===== config.mk =====
export PLATFORM = sky130hd
export DESIGN_NAME = alu_multicycle
export DESIGN_NICKNAME = d
export VERILOG_FILES = /design/src/rtl/alu_multicycle.sv
export SDC_FILE = /design/constraint.sdc
export NUM_CORES = 1
export LEC_CHECK = 0
export CORE_MARGIN = 5
export CORE_UTILIZATION = 55
export CTS_CLUSTER_SIZE = 8
export DETAILED_ROUTE_END_ITERATION = 6
export DONT_BUFFER_PORTS = 1
export PLACE_DENSITY = 0.79
export SYNTH_ARGS = -nofsm -noshare
export SYNTH_HDL_FRONTEND = slang
export SYNTH_SLANG_ARGS = --single-unit

===== constraint.sdc =====
create_clock -name clk_i -period 4.9 [get_ports clk_i]
set_input_delay 0.49 -clock clk_i [delete_from_list [all_inputs] [get_ports clk_i]]
set_output_delay 0.49 -clock clk_i [all_outputs]
set_load 0.02 [all_outputs]

===== src/rtl/alu_multicycle.sv =====
// Multi-cycle ALU: AND/OR/ADD/SUB finish in one cycle, MUL runs a radix-2
// shift-add loop over WIDTH cycles. All outputs are registered.
module alu_multicycle #(
  parameter int WIDTH = 32
) (
  input  logic             clk_i,
  input  logic             rst_i,
  input  logic             valid_i,
  input  logic [2:0]       ALUCtrl_i,
  input  logic [WIDTH-1:0] data1_i,
  input  logic [WIDTH-1:0] data2_i,
  output logic             ready_o,
  output logic             valid_o,
  output logic [WIDTH-1:0] data_o,
  output logic             Zero_o,
  output logic             Ovf_o,
  output logic             Err_o
);

  localparam int CW = (WIDTH > 1) ? $clog2(WIDTH) : 1;

  localparam logic [2:0] OP_AND = 3'b000;
  localparam logic [2:0] OP_OR  = 3'b001;
  localparam logic [2:0] OP_ADD = 3'b010;
  localparam logic [2:0] OP_SUB = 3'b110;
  localparam logic [2:0] OP_MUL = 3'b011;

  typedef enum logic {IDLE, MUL} state_t;

  state_t           state, state_nxt;
  logic [CW-1:0]    count;
  logic [WIDTH-1:0] acc, mcand, mplier;
  logic [WIDTH-1:0] acc_step;
  logic [WIDTH-1:0] sum, diff, res;
  logic             ovf, err;
  logic             accept, mul_last;

  assign ready_o  = (state == IDLE);
  assign accept   = valid_i && ready_o;
  assign mul_last = (state == MUL) && (count == CW'(WIDTH - 1));
  assign acc_step = acc + (mplier[0] ? mcand : '0);
  assign sum      = data1_i + data2_i;
  assign diff     = data1_i - data2_i;

  // Single-cycle result path; MUL is handled by the iterative datapath.
  always_comb begin
    res = '0;
    ovf = 1'b0;
    err = 1'b0;
    case (ALUCtrl_i)
      OP_AND: res = data1_i & data2_i;
      OP_OR:  res = data1_i | data2_i;
      OP_ADD: begin
        res = sum;
        ovf = (data1_i[WIDTH-1] == data2_i[WIDTH-1]) &&
              (sum[WIDTH-1] != data1_i[WIDTH-1]);
      end
      OP_SUB: begin
        res = diff;
        ovf = (data1_i[WIDTH-1] != data2_i[WIDTH-1]) &&
              (diff[WIDTH-1] != data1_i[WIDTH-1]);
      end
      default: err = 1'b1;
    endcase
  end

  always_ff @(posedge clk_i) begin
    if (rst_i) state <= IDLE;
    else       state <= state_nxt;
  end

  always_comb begin
    state_nxt = state;
    case (state)
      IDLE:    if (accept && ALUCtrl_i == OP_MUL) state_nxt = MUL;
      MUL:     if (mul_last) state_nxt = IDLE;
      default: state_nxt = IDLE;
    endcase
  end

  // Result registers only change on a completion, so partial products stay hidden.
  always_ff @(posedge clk_i) begin
    if (rst_i) begin
      count   <= '0;
      acc     <= '0;
      mcand   <= '0;
      mplier  <= '0;
      valid_o <= 1'b0;
      data_o  <= '0;
      Zero_o  <= 1'b1;
      Ovf_o   <= 1'b0;
      Err_o   <= 1'b0;
    end else begin
      valid_o <= 1'b0;
      if (accept) begin
        if (ALUCtrl_i == OP_MUL) begin
          acc    <= '0;
          mcand  <= data1_i;
          mplier <= data2_i;
          count  <= '0;
        end else begin
          valid_o <= 1'b1;
          data_o  <= res;
          Zero_o  <= (res == '0);
          Ovf_o   <= ovf;
          Err_o   <= err;
        end
      end else if (state == MUL) begin
        acc    <= acc_step;
        mcand  <= mcand << 1;
        mplier <= mplier >> 1;
        count  <= mul_last ? '0 : count + 1'b1;
        if (mul_last) begin
          valid_o <= 1'b1;
          data_o  <= acc_step;
          Zero_o  <= (acc_step == '0);
          Ovf_o   <= 1'b0;
          Err_o   <= 1'b0;
        end
      end
    end
  end

endmodule


==> metrics.md <==
| Metric | Value |
|---|---|
| # DRC | `0` |
| CP Capture Type | `flip-flop` |
| Clk buf depth | `2` |
| Most frequent cells in the layout | `226 x nor2_1, 215 x nand2_1, 156 x a21oi_1` |
| Final Setup Violations | `0` |
| Fin Setup TNS | `0 ns` |
| CTS Buf Count | `17` |
| Total power | `between 3000 and 4000 uW` |
| Initial Util | `0.561` |
| H-tree Lvls | `4` |
| # resized after CTS | `0` |
| TritonRoute pass-1 iters | `6` |
| CP Max Fanout | `12` |
| Cell Int Power | `approximately 2300 uW` |
| Initial DRC count | `approximately 1500` |
| Count of cell types in the netlist | `77` |
| Yosys top cell area share | `0.216` |
| Slew Limit Fails | `0` |
| Minimum clock period | `4.41 ns` |
| Post-synth top area cell | `dfxtp_1` |
| Max rail drop VDD | `around 0.00021 V` |
| Final Cycle Share | `0.899` |
| WL per Instance | `22.1 um` |
| Setup Buffers After CTS | `0` |
| # IOs | `approximately 110` |
| TritonCTS Sinks | `138` |
| Status | `complete, no violations` |
| Worst Tran Pin Value | `1.05 ns` |
| Overall routing resource usage | `0.336` |
| Chip height | `about 160 um` |
| Post-Synthesis Cells | `between 1500 and 2000` |
| GP Congestion | `~1.0` |
| Vias in the first global route | `12700` |
| Flops & latches, synth | `138` |
| Sw power | `1270 uW` |
| Sw Share | `0.352` |
| PwrDens | `roughly 270 nW/um2` |
| Commonest non-fill, non-tap cell in the layout | `nor2_1` |
| Non-Filler Instances | `2060` |
| Unrepaired setup endpoints after global routing | `false` |
| Crit path DAT | `4.77 ns` |
| Area Overhead vs Synth | `6.42%` |
| Combinational fraction of design power | `0.253` |
| Initial antenna violation count | `0` |
| Port Buffer Count | `0` |
| Hold WC Path Type | `input pin to flip-flop` |
| Routed wire length | `45600 um` |
| DIE AREA | `26400 um2` |
| Worst relative slew slack | `0.297` |
| Root buffer cell | `clkbuf_16` |
| FFs w/ async S/R, synth | `0` |
| First-pass GRT wire length | `70700 um` |
| HPWL after DPL | `around 34000 um` |
| CTS tree | `yes` |
| Antenna cells | `0` |
| Yosys warns | `0` |
| Layout cell share with drive strength beyond 1 | `0.0487` |
| FMAX | `227 MHz` |
| Nets | `~1900` |
| Net Count, Synth | `2008` |
| Remaining antenna violation count | `0` |
| Synthesized area per cell | `7.09 um2` |
| Crit path launch type | `flip-flop` |
| Hold_buf cts | `0` |
| Post-synth EDFFs | `0` |
| Clock group share of total power | `0.401` |
| Seq/Total Area, Yosys | `0.216` |
| Req. time, crit path | `approximately 5.3 ns` |
| Leakage | `roughly 0.0057 uW` |
| Synth area leaders | `dfxtp_1 22%, ha_1 13%, nor2_1 6.7%` |
| Seq pwr share | `0.346` |
| Core Region | `~23000 um2` |
| Largest net degree at the start of global routing | `roughly 140` |
| Clock Skews | `0.0125 ns` |
| Main synth FF type | `dfxtp_1` |
| Die Width | `162 um` |
| Clk Latency, worst-skew pair | `0.44 ns` |
| Overflow after GRT | `0` |
| Crit path kind | `flip-flop to flip-flop` |
| Vias/cell | `roughly 6.5` |
| Worst-path clk slew | `0.07 ns` |
| Final Hold Viols | `0` |
| Post-Syn Area | `~13000 um2` |
| Vias | `13400` |
| Std-Cell Rows | `55` |
| Dpl cells | `2028` |
| Number of max-cap violations | `0` |
-- kinds of logic (layout without fill, tap and decap cells) --
group                    after synthesis  after routing  share of synthesized area
AO/OA/AOI/OAI                        556            556                      0.292
XOR/XNOR                              50             50                     0.0343
adder cells (fa/ha/maj)              136            136                      0.135
buffers and inverters                228            173                     0.0672
flip-flops                           138            138                      0.216
multiplexers                          18             18                     0.0141
AND/OR/NAND/NOR                      676            676                      0.241
-- area by class of cell --
type	count	area (um2)
multi-input cells	1436	9180
fillers	2141	9180
clock buffers	19	453
repair buffers	27	203
clock inverters	13	181
inverters	114	428
well taps	313	392
flip-flops and latches	138	2760
-- metal layers --
metal,routed length [um],global-route usage,vias to the layer above
met5,0,0,-
met1,19900,0.462,6360
li1,-,-,6330
met4,1100,0.0988,0
met2,20300,0.528,618
met3,4360,0.0772,69
-- worst paths after layout --
check | start | endpoint | slack [ns] | cells past startpoint
min | rst_i | mcand[27] | 0.13 | 1
min reg2reg | count[4] | count[4] | 0.47 | 2
max | mplier[0] | Zero_o | 0.49 | 15
max reg2reg | mplier[0] | Zero_o | 0.49 | 15
-- critical path: stages, from the launching register on --
cell	delay, ns
dfxtp_1	0.57
and2_1	0.25
ha_1	0.26
a211oi_1	0.25
o21ai_1	0.20
a221oi_2	0.44
nor2b_1	0.21
xnor2_1	0.11
nor4_1	0.34
buf_4	0.18
nand3_1	0.07
or4_1	0.48
nor4_1	0.25
nand2_1	0.08
or4_1	0.49
o211ai_2	0.14
-- registers in the layout, indices dropped and copies added, names as in the netlist --
name,cells
Ovf_o,1
Err_o,1
mcand,32
mplier,32
state,1
acc,32
count,5
data_o,32
Zero_o,1
valid_o,1
-- synth_stat cells, drive strengths merged (16+ instances only) --
library cell,n
nor2,227
nand2,217
a21oi,156
dfxtp,138
ha,133
inv,113
clkbuf,98
o21ai,97
a311oi,66
nor3,42
xnor2,38
and2,35
and3,35
a211oi,29
nand3,25
a21o,24
nor2b,22
o211ai,22
a31oi,19
mux2i,18
buf,16
-- power by group through the flow --
stage / Clock, uW / Sequential, uW / Combinational (uW)
6_report: 1450 / 1250 / 913
5_1_grt: 1510 / 1260 / 995
4_1_cts: 1460 / 1250 / 884
3_5_place_dp: 0 / 1280 / 879
3_3_place_gp: 0 / 1280 / 874
2_1_floorplan: 0 / 1260 / 664
-- metrics by stage --
stage | cell area (um2) | worst slack, ns | util | hold WS (ns)
floorplan | 12800 | 0.963 | - | 0.448
global placement | 13000 | 0.720 | 0.569 | 0.452
detailed placement | 13000 | 0.604 | 0.569 | 0.457
CTS | 13600 | 0.551 | 0.597 | 0.112
global route | 13600 | 0.338 | 0.597 | 0.118
finish | 13600 | 0.494 | 0.597 | 0.129
(Power assumes the default switching activity.)
